## config.mk

```make
export PLATFORM = sky130hd
export DESIGN_NAME = dram_arbiter
export DESIGN_NICKNAME = d
export VERILOG_FILES = /design/src/rtl/dram_arbiter_pkg.sv /design/src/rtl/dram_arbiter_sat_counter.sv /design/src/rtl/dram_arbiter.sv
export SDC_FILE = /design/constraint.sdc
export NUM_CORES = 1
export LEC_CHECK = 0
export CAP_MARGIN = 20
export CORE_MARGIN = 3
export CORE_UTILIZATION = 37
export CTS_CLUSTER_DIAMETER = 80
export DETAILED_ROUTE_END_ITERATION = 6
export HOLD_SLACK_MARGIN = 0.1
export PLACE_DENSITY = 0.82
export SYNTH_ARGS = -nofsm -noshare
export SYNTH_HDL_FRONTEND = slang
export SYNTH_HIERARCHICAL = 1
export SYNTH_SLANG_ARGS = --single-unit
```

## constraint.sdc

```tcl
create_clock -name g_clk -period 1.5 [get_ports g_clk]
set_clock_uncertainty 0.1 [all_clocks]
set_input_delay 0.225 -clock g_clk [delete_from_list [all_inputs] [get_ports g_clk]]
set_output_delay 0.225 -clock g_clk [all_outputs]
set_load 0.01 [all_outputs]
```

## src/rtl/dram_arbiter_pkg.sv

```systemverilog
// Shared definitions for the data-RAM arbiter: FSM state encoding and port-select constants.
package arb_pkg;

    typedef enum logic [2:0] {
        IDLE     = 3'd0,
        CPU_ACC  = 3'd1,
        CPU_DONE = 3'd2,
        EXT_ACC  = 3'd3,
        EXT_DONE = 3'd4
    } state_t;

    localparam logic SEL_CPU = 1'b0;
    localparam logic SEL_EXT = 1'b1;

endpackage

```

## src/rtl/dram_arbiter_sat_counter.sv

```systemverilog
// Saturating up-counter with synchronous clear; hit flags the saturation value.
module sat_counter #(
    parameter int unsigned width = 4,
    parameter int unsigned limit = 4
) (
    input  logic g_clk,
    input  logic g_clr,
    input  logic inc,
    input  logic clr,
    output logic hit
);

    localparam logic [width-1:0] LIM = limit[width-1:0];

    logic [width-1:0] r_count;

    always_ff @(posedge g_clk or negedge g_clr) begin
        if (!g_clr) begin
            r_count <= '0;
        end else if (clr) begin
            r_count <= '0;
        end else if (inc && (r_count != LIM)) begin
            r_count <= r_count + 1'b1;
        end
    end

    assign hit = (r_count == LIM);

endmodule

```

## src/rtl/dram_arbiter.sv

```systemverilog
// Two-port (CPU / external loader) arbiter for a single-port data RAM, 2-cycle access.
// Define ARB_STARVE_GUARD_EN to bound consecutive CPU grants while the external port waits.
module dram_arbiter
    import arb_pkg::*;
#(
    parameter int a_width      = 8,
    parameter int d_width      = 8,
    parameter int starve_limit = 4
) (
    input  logic               g_clk,
    input  logic               g_clr,
    input  logic               cpu_req,
    input  logic               cpu_we,
    input  logic [a_width-1:0] cpu_addr,
    input  logic [d_width-1:0] cpu_wdata,
    output logic [d_width-1:0] cpu_rdata,
    output logic               cpu_ack,
    output logic               stall,
    input  logic               ext_req,
    input  logic               ext_we,
    input  logic [a_width-1:0] ext_addr,
    input  logic [d_width-1:0] ext_wdata,
    output logic [d_width-1:0] ext_rdata,
    output logic               ext_ack,
    output logic [a_width-1:0] ram_addr,
    output logic [d_width-1:0] ram_wdata,
    output logic               ram_rd,
    output logic               ram_wr,
    input  logic [d_width-1:0] ram_rdata
);

    state_t             r_state;
    logic               r_sel;
    logic [a_width-1:0] r_ram_addr;
    logic [d_width-1:0] r_ram_wdata;
    logic               r_ram_rd;
    logic               r_ram_wr;
    logic               r_cpu_ack;
    logic               r_ext_ack;
    logic [d_width-1:0] r_cpu_rdata;
    logic [d_width-1:0] r_ext_rdata;

    logic w_arb;
    logic w_cpu_win;
    logic w_ext_win;
    logic w_starve_hit;

    assign w_arb     = (r_state == IDLE) || (r_state == CPU_DONE) || (r_state == EXT_DONE);
    assign w_cpu_win = w_arb && cpu_req && !w_starve_hit;
    assign w_ext_win = w_arb && ext_req && !w_cpu_win;

`ifdef ARB_STARVE_GUARD_EN
    sat_counter #(
        .width(4),
        .limit(starve_limit)
    ) u_starve (
        .g_clk(g_clk),
        .g_clr(g_clr),
        .inc  (w_cpu_win && ext_req),
        .clr  (w_ext_win || !ext_req),
        .hit  (w_starve_hit)
    );
`else
    // Zero for every legal starve_limit (1..15): strict CPU priority.
    assign w_starve_hit = (starve_limit == 0);
`endif

    always_ff @(posedge g_clk or negedge g_clr) begin
        if (!g_clr) begin
            r_state     <= IDLE;
            r_sel       <= SEL_CPU;
            r_ram_addr  <= '0;
            r_ram_wdata <= '0;
            r_ram_rd    <= 1'b0;
            r_ram_wr    <= 1'b0;
            r_cpu_ack   <= 1'b0;
            r_ext_ack   <= 1'b0;
            r_cpu_rdata <= '0;
            r_ext_rdata <= '0;
        end else begin
            case (r_state)
                CPU_ACC, EXT_ACC: begin
                    r_ram_rd <= 1'b0;
                    r_ram_wr <= 1'b0;
                    // Read data is taken only for loads so a store leaves rdata untouched.
                    if (r_sel == SEL_CPU) begin
                        r_state   <= CPU_DONE;
                        r_cpu_ack <= 1'b1;
                        if (r_ram_rd) r_cpu_rdata <= ram_rdata;
                    end else begin
                        r_state   <= EXT_DONE;
                        r_ext_ack <= 1'b1;
                        if (r_ram_rd) r_ext_rdata <= ram_rdata;
                    end
                end
                default: begin
                    r_cpu_ack <= 1'b0;
                    r_ext_ack <= 1'b0;
                    if (w_cpu_win) begin
                        r_state     <= CPU_ACC;
                        r_sel       <= SEL_CPU;
                        r_ram_addr  <= cpu_addr;
                        r_ram_wdata <= cpu_wdata;
                        r_ram_rd    <= !cpu_we;
                        r_ram_wr    <= cpu_we;
                    end else if (w_ext_win) begin
                        r_state     <= EXT_ACC;
                        r_sel       <= SEL_EXT;
                        r_ram_addr  <= ext_addr;
                        r_ram_wdata <= ext_wdata;
                        r_ram_rd    <= !ext_we;
                        r_ram_wr    <= ext_we;
                    end else begin
                        r_state  <= IDLE;
                        r_ram_rd <= 1'b0;
                        r_ram_wr <= 1'b0;
                    end
                end
            endcase
        end
    end

    assign cpu_rdata = r_cpu_rdata;
    assign cpu_ack   = r_cpu_ack;
    assign ext_rdata = r_ext_rdata;
    assign ext_ack   = r_ext_ack;
    assign ram_addr  = r_ram_addr;
    assign ram_wdata = r_ram_wdata;
    assign ram_rd    = r_ram_rd;
    assign ram_wr    = r_ram_wr;
    assign stall     = cpu_req && !r_cpu_ack;

endmodule

```

* Word level (Yosys, flattened, before mapping) *
Cells that the tools add are included.

cells by class
  eq/ne operators = 6
  mux-type cells = 20
  bitwise operators = 2
  reductions and logical operators = 16

operators by type and width
  kind                  count
  $mux W8               4
  $mux W1               12
  $eq A3 B2 Y1 const B  2
  $mux W3               2
  $reduce_and A3 Y1     2
  $logic_and A1 B1 Y1   4
  $logic_not A1 Y1      4
  $mux W2               2
  $ne A2 B2 Y1 const B  2
  $eq A3 B1 Y1 const B  1
  $eq A3 B3 Y1 const B  1
  $logic_not A3 Y1      1
  $logic_or A1 B1 Y1    2
  $not A1 Y1            2
  $reduce_and A2 Y1     1
  $reduce_bool A2 Y1    1
  $reduce_or A2 Y1      1

storage, ports and cells
  register bits after elaboration = 40
  input bits = 46
  output and inout bits = 37
  word-level logic and storage cells = 54

* Depth between registers and ports, before layout *
Gate-level depths: netlist of the first run.

  depth after elaboration = 9
  gate-level depth with buffers = 5
  gate-level depth less buffers = 3

* Least setup slack after synthesis of the first run *
Ideal clock, no wire load.

  path kind = flip-flop to flip-flop
  from = register r_state[2]
  to = register r_cpu_rdata[0], in the netlist cpu_rdata[0]
  library setup time = 0.125 ns
  data arrival time = 1.311 ns
  slack = -0.036 ns
  stages on the path, launching flop included = 4
  path buffers = 0
  clock period less this slack = 1.536 ns
  cell sequence = dfrtp_1 nand2b_2 nor3b_4 mux2_2

between the ends
  cells in the longest elaborated chain, start to end = 3
  elaborated cells between the ends (all ways) = 4
  classes of those cells = eq/ne (2); reduce/logical (2)

ends and longest elaborated chain
  element                                              line                RTL
  start: declaration                                   dram_arbiter.sv:32  state_t r_state;
  start signal: assignment                             dram_arbiter.sv:70  r_state <= IDLE;
  start signal: assignment                             dram_arbiter.sv:87  r_state <= CPU_DONE;
  start signal: assignment                             dram_arbiter.sv:91  r_state <= EXT_DONE;
  $eq A3 B1 Y1 / $eq A3 B2 Y1 (equally long branches)  dram_arbiter.sv:81  case (r_state)
  $reduce_or A2 Y1 (*)                                 dram_arbiter.sv:81
  $reduce_and A3 Y1 (no line) (*)                      -
  end signal: assignment                               dram_arbiter.sv:89  if (r_ram_rd) r_cpu_rdata <= ram_rdata;
  end: declaration                                     dram_arbiter.sv:40  logic [d_width-1:0] r_cpu_rdata;

Every way passes the cells marked *; elsewhere a longest branch is shown, timed or not.
A chain may end at the register's enable or synchronous reset.

* Worst setup path in the final report of the first run *
  from = register r_state[2]
  to = register r_cpu_rdata[2], in the netlist cpu_rdata[2]

Same word-level chain as after synthesis.

==> results.txt, run 1 <==
----------------------------------------------------
[Run status]
  Status ... finished, final reports clean

[Clock network]
  Maximum level of the CTS H-tree ... 2
  Clock tree buffer depth ... 2
  CTS clock-pin slew for the worst setup and hold paths ... 0.08 ns
  Clock latency of the later-clocked register in the worst-skew pair ... ~0.29 ns
  Number of clock sinks ... 40
  CTS tree ... built
  Clock Root Buffer ... sky130_fd_sc_hd__clkbuf_8
  TritonCTS buffer count ... 5

[Cells and area]
  Most common library cell in the layout ignoring fill and taps ... sky130_fd_sc_hd__clkdlybuf4s50_1
  Net count, final ... 293
  # diodes ... 0
  Utilization after layout ... between 60 and 70%
  Multi-input logic area ... 758 sq um
  Fraction of layout cells with a size suffix above 1 ... 25.0%
  Sequential Area ... 1000 sq um
  Fill count ... 377
  Post-layout instance area ... 2920 sq um
  Area delta synth->final ... 63.5%
  Commonest non-fill, non-tap cells in the layout ... sky130_fd_sc_hd__clkdlybuf4s50_1 (43), sky130_fd_sc_hd__dfrtp_1 (39), sky130_fd_sc_hd__dlygate4sd2_1 (36), sky130_fd_sc_hd__nor2_1 (18), sky130_fd_sc_hd__buf_4 (17)

[Placement]
  Detailed Place HPWL ... 3.53 mm
  Final RePlAce weighted congestion ... 0.700
  Quantity of I/O buffers inserted on ports ... 82
  Area after detailed placement ... about 2800 sq um

[Routing]
  Number of nets with antenna violations after routing ... 0
  Number of DRC violations after detailed-routing iteration 0 ... 66
  Detailed Route WL ... 4.83 mm
  Number of DRC violations after detailed routing ... 0
  Total vias in the final route ... 1630
  Via-per-instance ratio ... between 5 and 6
  Detailed-route wire length per cell ... 16.1 um
  Number of search-and-repair iterations in the first detailed-routing pass ... 4

[Timing]
  Transition time of the tightest slew-check pin ... 0.416 ns
  Hold Vio Cnt, Final ... 0
  Worst slew margin relative to its limit ... slightly above 70%
  Timing-limited maximum frequency ... between 600 and 700 MHz
  Unrepaired setup endpoints after global routing ... yes
  Crit path time final ... ~1.5 ns
  Total setup violations reported at the end of the flow ... 0
  Number of slew-limit violations in the final report ... 0
  Final Cycle Share ... around 99%

[Synthesis]
  Part of the Yosys area used for sequential elements ... 56.1%
  YS warnings ... 6
  Synth Area per Inst ... 11.8 sq um
  Total of flip-flops plus latches after synthesis ... 40
  Net Count, Synth ... 197
  Post-synthesis instance area ... 1780 sq um
  Distinct cell type count of the synthesized netlist ... 22
  Number of standard cells after synthesis ... 151

[Die]
  Starting utilization of the core area ... 39.6%
  Horizontal die dimension ... approximately 75 um
  Area of the placeable core ... between 4000 and 5000 sq um
  Count of pins on the block boundary ... 83
  Overall die area ... 5690 sq um
  Cell Rows ... 24
  Die height ... approximately 75 um

[Power and ir drop]
  Power Density ... 1760 nW/um^2
  Max VDD drop ... 0.777 mV
  Total power consumption of the routed design ... approximately 5.1 mW
  Static leakage ... approximately 1.3 nW

[Job]
  Max-cap violations ... 0

[Global routing]
  Total congestion overflow after global routing ... 0
  Initial antenna violation count ... 0
  Via count of the first global-routing pass ... 1649
  Combined global-route utilization of all metal layers ... 17.6%
  First-pass GRT wire length ... 7.63 mm
  Largest net degree at the start of global routing ... 21

[Setup path]
  CP max stage cell ... sky130_fd_sc_hd__dfrtp_1
  CP Max Fanout ... 8
  Endpoint arrival time on the critical path ... between 1.5 and 2 ns
  Critical path start-end classification ... reg2reg
  Sort of element at the end of the critical path ... flop
  Stage delay of the slowest cell on the critical path ... 0.42 ns
  Ordered list of cells on the worst path ... nand2b_4 > nor3b_4 > buf_12 > mux2_4
  CP required ... 1.58 ns
  Startpoint type of the worst setup path ... flop

[Hold path]
  Type of the most critical hold path ... in2async

----------------------------------------------------
[logic make-up (layout without fill, tap and decap cells)]
| family | after synthesis | after routing | share of synthesized area [%] |
|---|---|---|---|
| AOI/OAI and AO/OA | 38 | 38 | 18.3 |
| buffers and inverters | 16 | 113 | 3.86 |
| DFF | 40 | 40 | 56.1 |
| muxes | 16 | 16 | 10.1 |
| and+or+nand+nor | 41 | 41 | 11.6 |
[final timing paths]
check	startpoint	end	slack (ns)	depth (start not counted)
max	r_state[2]	cpu_rdata[2]	0.02	4
min	g_clr	cpu_rdata[6]	0.30	2
max reg2reg	r_state[2]	cpu_rdata[2]	0.02	4
min reg2reg	ext_rdata[0]	ext_rdata[0]	0.40	1
max in group asynchronous	g_clr	ram_wdata[1]	0.56	3
min in group g_clk	ext_rdata[0]	ext_rdata[0]	0.40	1
[repair_timing]
item	CTS	global route
endpoints found under the hold margin	38	0
resized for setup	45	4
pin swaps	1	1
setup buffers	1	2
hold buffers	1	0
gates cloned	0	0
setup endpoints to repair	43	26
[cell type report]
class | count | area share, %
sequential | 40 | 34.3
timing repair buffer | 103 | 33.4
multi-input combinational | 95 | 26.0
clock buffer | 5 | 2.36
tap | 52 | 2.23
clock inverter | 3 | 1.46
inverter | 2 | 0.257
[sequential cells by signal, summed over array words and instances (netlist names)]
register	cells
cpu_rdata	8
ext_rdata	8
ext_ack	1
r_sel	1
ram_wdata	8
ram_rd	1
ram_wr	1
cpu_ack	1
r_state	3
ram_addr	8
[per-stage QoR]
step                cells  TNS [ns]  worst slack (ns)  hold slack [ns]
floorplan             151         0            0.0423           -0.171
global placement      288     -4.63            -0.317           0.0759
finish                300         0            0.0166            0.297
CTS                   298   -0.0465           -0.0110            0.291
detailed placement    288     -5.51            -0.317           0.0747
global route          300    -0.502           -0.0560            0.338
[worst max-delay path, delay by kind of cell, from the launching register on]
family | cells | cell delay [ns]
flip-flops | 1 | 0.42
AND/OR/NAND/NOR | 2 | 0.38
multiplexers | 1 | 0.30
buffers and inverters | 1 | 0.17
[power by group]
part | total, mW | leakage (nW) | switching (mW) | internal [mW]
registers | 1.96 | 0.475 | 0.362 | 1.59
clock network | 0.873 | 0.0541 | 0.381 | 0.492
logic | 2.30 | 0.769 | 0.969 | 1.33
total | 5.13 | 1.30 | 1.71 | 3.42
[synthesized netlist by cell type]
cell / n / area share, %
sky130_fd_sc_hd__a21oi_1: 4 / 1.1
sky130_fd_sc_hd__a221o_1: 5 / 2.8
sky130_fd_sc_hd__a22oi_1: 1 / 0.42
sky130_fd_sc_hd__a31oi_1: 11 / 3.9
sky130_fd_sc_hd__a32o_1: 5 / 2.8
sky130_fd_sc_hd__and2_1: 1 / 0.35
sky130_fd_sc_hd__buf_1: 1 / 0.21
sky130_fd_sc_hd__buf_2: 7 / 2.0
sky130_fd_sc_hd__clkbuf_1: 6 / 1.3
sky130_fd_sc_hd__dfrtp_1: 40 / 56
sky130_fd_sc_hd__inv_1: 2 / 0.42
sky130_fd_sc_hd__mux2_2: 16 / 10
sky130_fd_sc_hd__nand2_1: 3 / 0.63
sky130_fd_sc_hd__nand2b_1: 3 / 1.1
sky130_fd_sc_hd__nand2b_2: 1 / 0.49
sky130_fd_sc_hd__nand4b_1: 1 / 0.49
sky130_fd_sc_hd__nor2_1: 18 / 3.8
sky130_fd_sc_hd__nor2b_1: 2 / 0.70
sky130_fd_sc_hd__nor3_1: 11 / 3.1
sky130_fd_sc_hd__nor3b_4: 1 / 1.1
sky130_fd_sc_hd__o221a_2: 11 / 6.9
sky130_fd_sc_hd__o22ai_1: 1 / 0.35
[metal layers]
| metal | vias up | part of all wire [%] | GRT usage (%) |
|---|---|---|---|
| li1 | 761 | - | - |
| met2 | 75 | 48 | 29.2 |
| met4 | 0 | 1.1 | 4.85 |
| met5 | - | 0 | 0 |
| met3 | 6 | 8.2 | 5.28 |
| met1 | 788 | 43 | 22.3 |
Note: power is estimated with default switching activity, not from simulation.
==> run 2, diff against run 1 <==
--- a/config.mk
+++ b/config.mk
@@ -10,6 +10,7 @@
 export CORE_UTILIZATION = 37
 export CTS_CLUSTER_DIAMETER = 80
 export DETAILED_ROUTE_END_ITERATION = 6
+export GPL_ROUTABILITY_DRIVEN = 0
 export HOLD_SLACK_MARGIN = 0.1
 export PLACE_DENSITY = 0.82
 export SYNTH_ARGS = -nofsm -noshare
==> results of run 2 <==
The final DEF is identical to that of run 1; final timing and power are the same.
==> run 3, diff against run 2 <==
--- a/config.mk
+++ b/config.mk
@@ -6,7 +6,6 @@
 export NUM_CORES = 1
 export LEC_CHECK = 0
 export CAP_MARGIN = 20
-export CORE_MARGIN = 3
 export CORE_UTILIZATION = 37
 export CTS_CLUSTER_DIAMETER = 80
 export DETAILED_ROUTE_END_ITERATION = 6
==> run 3 against run 2 <==
Net effect:
- the flow now finishes with violations (design-rule violations)
- power increased by 0.48%
- non-clock buffer count decreased by 3
- clock power increased by 16%
- critical path type unchanged
- largest power group unchanged
==> results.txt, run 3 (synthesis gave the netlist of run 1 again) <==
----------------------------------------------------
[Cells and area]
  Net count, final ... 290 (was 293)
  Non-filler instance count after layout ... 296 (was 300)
  Most common library cell in the layout ignoring fill and taps ... sky130_fd_sc_hd__clkdlybuf4s50_1 (unchanged)
  Commonest non-fill, non-tap cells in the layout ... sky130_fd_sc_hd__clkdlybuf4s50_1 (43), sky130_fd_sc_hd__dfrtp_1 (39), sky130_fd_sc_hd__dlygate4sd2_1 (31), sky130_fd_sc_hd__nor2_1 (18) (was sky130_fd_sc_hd__clkdlybuf4s50_1 (43), sky130_fd_sc_hd__dfrtp_1 (39), sky130_fd_sc_hd__dlygate4sd2_1 (36), sky130_fd_sc_hd__nor2_1 (18), sky130_fd_sc_hd__buf_4 (17))
  Area delta synth->final ... 61.2% (was 63.5%)
  Fraction of layout cells with a size suffix above 1 ... 23.8% (was 25.0%)
  # diodes ... 0 (unchanged)

[Clock network]
  Clock tree buffer depth ... 2 (unchanged)
  Clock latency of the later-clocked register in the worst-skew pair ... 0.29 ns (about the same)
  TritonCTS buffer count ... 5 (unchanged)
  Maximum level of the CTS H-tree ... 2 (unchanged)
  CTS clock-pin slew for the worst setup and hold paths ... 0.07 ns (was 0.08 ns)
  CTS tree ... built (unchanged)
  Clock Root Buffer ... sky130_fd_sc_hd__clkbuf_8 (unchanged)
  Number of clock sinks ... 40 (unchanged)

[Die]
  Overall die area ... 5100 sq um (was 5690 sq um)
  Starting utilization of the core area ... 39.6% (unchanged)
  Die height ... 71.4 um (was 75.4 um)
  Count of pins on the block boundary ... 83 (unchanged)
  Cell Rows ... 24 (unchanged)
  Horizontal die dimension ... 71.4 um (was 75.4 um)
  Area of the placeable core ... 4500 sq um (unchanged)

[Routing]
  Detailed Route WL ... 4.58 mm (was 4.83 mm)
  Number of DRC violations after detailed routing ... 1 (was 0)
  Total vias in the final route ... 1586 (was 1630)
  Number of DRC violations after detailed-routing iteration 0 ... 76 (was 66)
  Via-per-instance ratio ... 5.36 (was 5.43)
  Number of nets with antenna violations after routing ... 0 (unchanged)
  Detailed-route wire length per cell ... 15.5 um (was 16.1 um)
  Number of search-and-repair iterations in the first detailed-routing pass ... 6 (was 4)

[Timing]
  Setup TNS after final layout ... 0 ns (unchanged)
  Transition time of the tightest slew-check pin ... 0.492 ns (was 0.416 ns)
  Unrepaired setup endpoints after global routing ... yes (unchanged)
  Worst slew margin relative to its limit ... 67.2% (was 72.3%)
  Hold Vio Cnt, Final ... 0 (unchanged)
  Final Cycle Share ... 98.6% (was 98.9%)
  Total setup violations reported at the end of the flow ... 0 (unchanged)
  Number of slew-limit violations in the final report ... 0 (unchanged)
  Worst-case hold slack ... 0.393 ns (was 0.297 ns)
  Timing-limited maximum frequency ... 676 MHz (was 674 MHz)
  Crit path time final ... 1.48 ns (about the same)

[Placement]
  Placed Instances ... 288 (unchanged)
  Quantity of I/O buffers inserted on ports ... 82 (unchanged)
  Detailed Place HPWL ... 3.38 mm (was 3.53 mm)

[Run status]
  Failing checks ... design-rule violations
  Status ... finished with violations (was finished, final reports clean)

[Global routing]
  Via count of the first global-routing pass ... 1594 (was 1649)
  Combined global-route utilization of all metal layers ... 18.7% (was 17.6%)
  Initial antenna violation count ... 0 (unchanged)
  First-pass GRT wire length ... 7.33 mm (was 7.63 mm)
  Total congestion overflow after global routing ... 0 (unchanged)
  Largest net degree at the start of global routing ... 41 (was 21)

[Job]
  Max-cap violations ... 0 (unchanged)

[Setup path]
  Beginning of the critical path ... r_state[2] (unchanged)
  Startpoint type of the worst setup path ... flop (unchanged)
  CP Max Fanout ... 8 (unchanged)
  Terminus of the critical flop-to-flop path ... cpu_rdata[2] (unchanged)
  Critical path destination ... cpu_rdata[2] (unchanged)
  Minimum setup slack among reg-to-reg paths ... 0.02 ns (about the same)
  Reg-to-reg critical path startpoint ... r_state[2] (unchanged)
  CP required ... 1.58 ns (about the same)
  Sort of element at the end of the critical path ... flop (unchanged)
  Critical path start-end classification ... reg2reg (unchanged)
  Count of cells along the worst register-to-register path ... 4 (unchanged)
  Endpoint arrival time on the critical path ... 1.56 ns (about the same)

[Power and ir drop]
  Max VDD drop ... 0.634 mV (was 0.777 mV)
  Static leakage ... 1.30 nW (about the same)
  Total power consumption of the routed design ... 5.16 mW (was 5.13 mW)
  Power Density ... 1790 nW/um^2 (was 1760 nW/um^2)

[Hold path]
  Type of the most critical hold path ... reg2reg (was in2async)

----------------------------------------------------
[run 3: changes by cell type in the layout (fill, tap and decap cells not counted), moves of 2 or more]
cell | previous run | this run
sky130_fd_sc_hd__mux2_2 | 8 | 16
sky130_fd_sc_hd__dlymetal6s2s_1 | 2 | 7
sky130_fd_sc_hd__buf_12 | 3 | 1
sky130_fd_sc_hd__mux2_4 | 8 | 0
sky130_fd_sc_hd__dlygate4sd2_1 | 36 | 31
[run 3: how the worst min path moves through the flow]
stage	startpoint	to	slack, ns	depth (start not counted)
after global routing	ext_rdata[3]	ext_rdata[3]	0.41	1
after detailed placement	g_clr	cpu_rdata[4]	0.21	2
after global placement	g_clr	cpu_rdata[4]	0.21	2
after CTS	ext_ack	ext_ack	0.40	2
final	ext_ack	ext_ack	0.39	2
after floorplan	g_clr	cpu_ack	-0.17	0
[run 3: metrics by stage]
| step | cell area [sq um] | setup slack, ns | utilization, % |
|---|---|---|---|
| final | 2880 | 0.0208 | 63.8 |
| after global routing | 2880 | -0.0525 | 63.8 |
| after CTS | 2850 | 0.00293 | 63.4 |
| after detailed placement | 2750 | -0.321 | 61.1 |
| after global placement | 2750 | -0.309 | 61.1 |
| after floorplan | 1790 | 0.0423 | - |
[run 3: power breakdown]
part | leakage [nW] | switching [mW] | total [mW] | internal [mW]
registers | 0.475 | 0.353 | 1.95 | 1.59
clock network | 0.0642 | 0.360 | 1.01 | 0.655
logic | 0.764 | 0.946 | 2.19 | 1.25
total | 1.30 | 1.66 | 5.16 | 3.50
[run 3: layout make-up]
type	instances	area (sq um)
Fill cell	378	1630
Inverter	2	7.51
Timing Repair Buffer	100	945
Sequential cell	40	1000
Multi-Input combinational cell	95	727
Clock inverter	2	60.1
Clock buffer	5	68.8
Tap cell	52	65.1
[run 3: what timing repair did]
item                                    CTS  global route
endpoints found under the setup margin   32            21
buffers inserted                          0             0
hold buffers                              1             0
resized for setup                        32             9
hold endpoints to repair                 40             0
[run 3: metal layers]
layer  global-route usage, %  vias up  wire length [um]
met5                       0        -                 0
met4                    7.56        0                90
met3                    4.92       10               251
met2                    32.6       64              2230
met1                    21.9      760              2020
li1                        -      752                 -
[run 3: critical path, cell delays in order, from the launching register on]
cell and delay (ns):
sky130_fd_sc_hd__dfrtp_1 0.42, sky130_fd_sc_hd__nand2b_4 0.17, sky130_fd_sc_hd__nor3b_4 0.21, sky130_fd_sc_hd__buf_12 0.15, sky130_fd_sc_hd__mux2_2 0.33
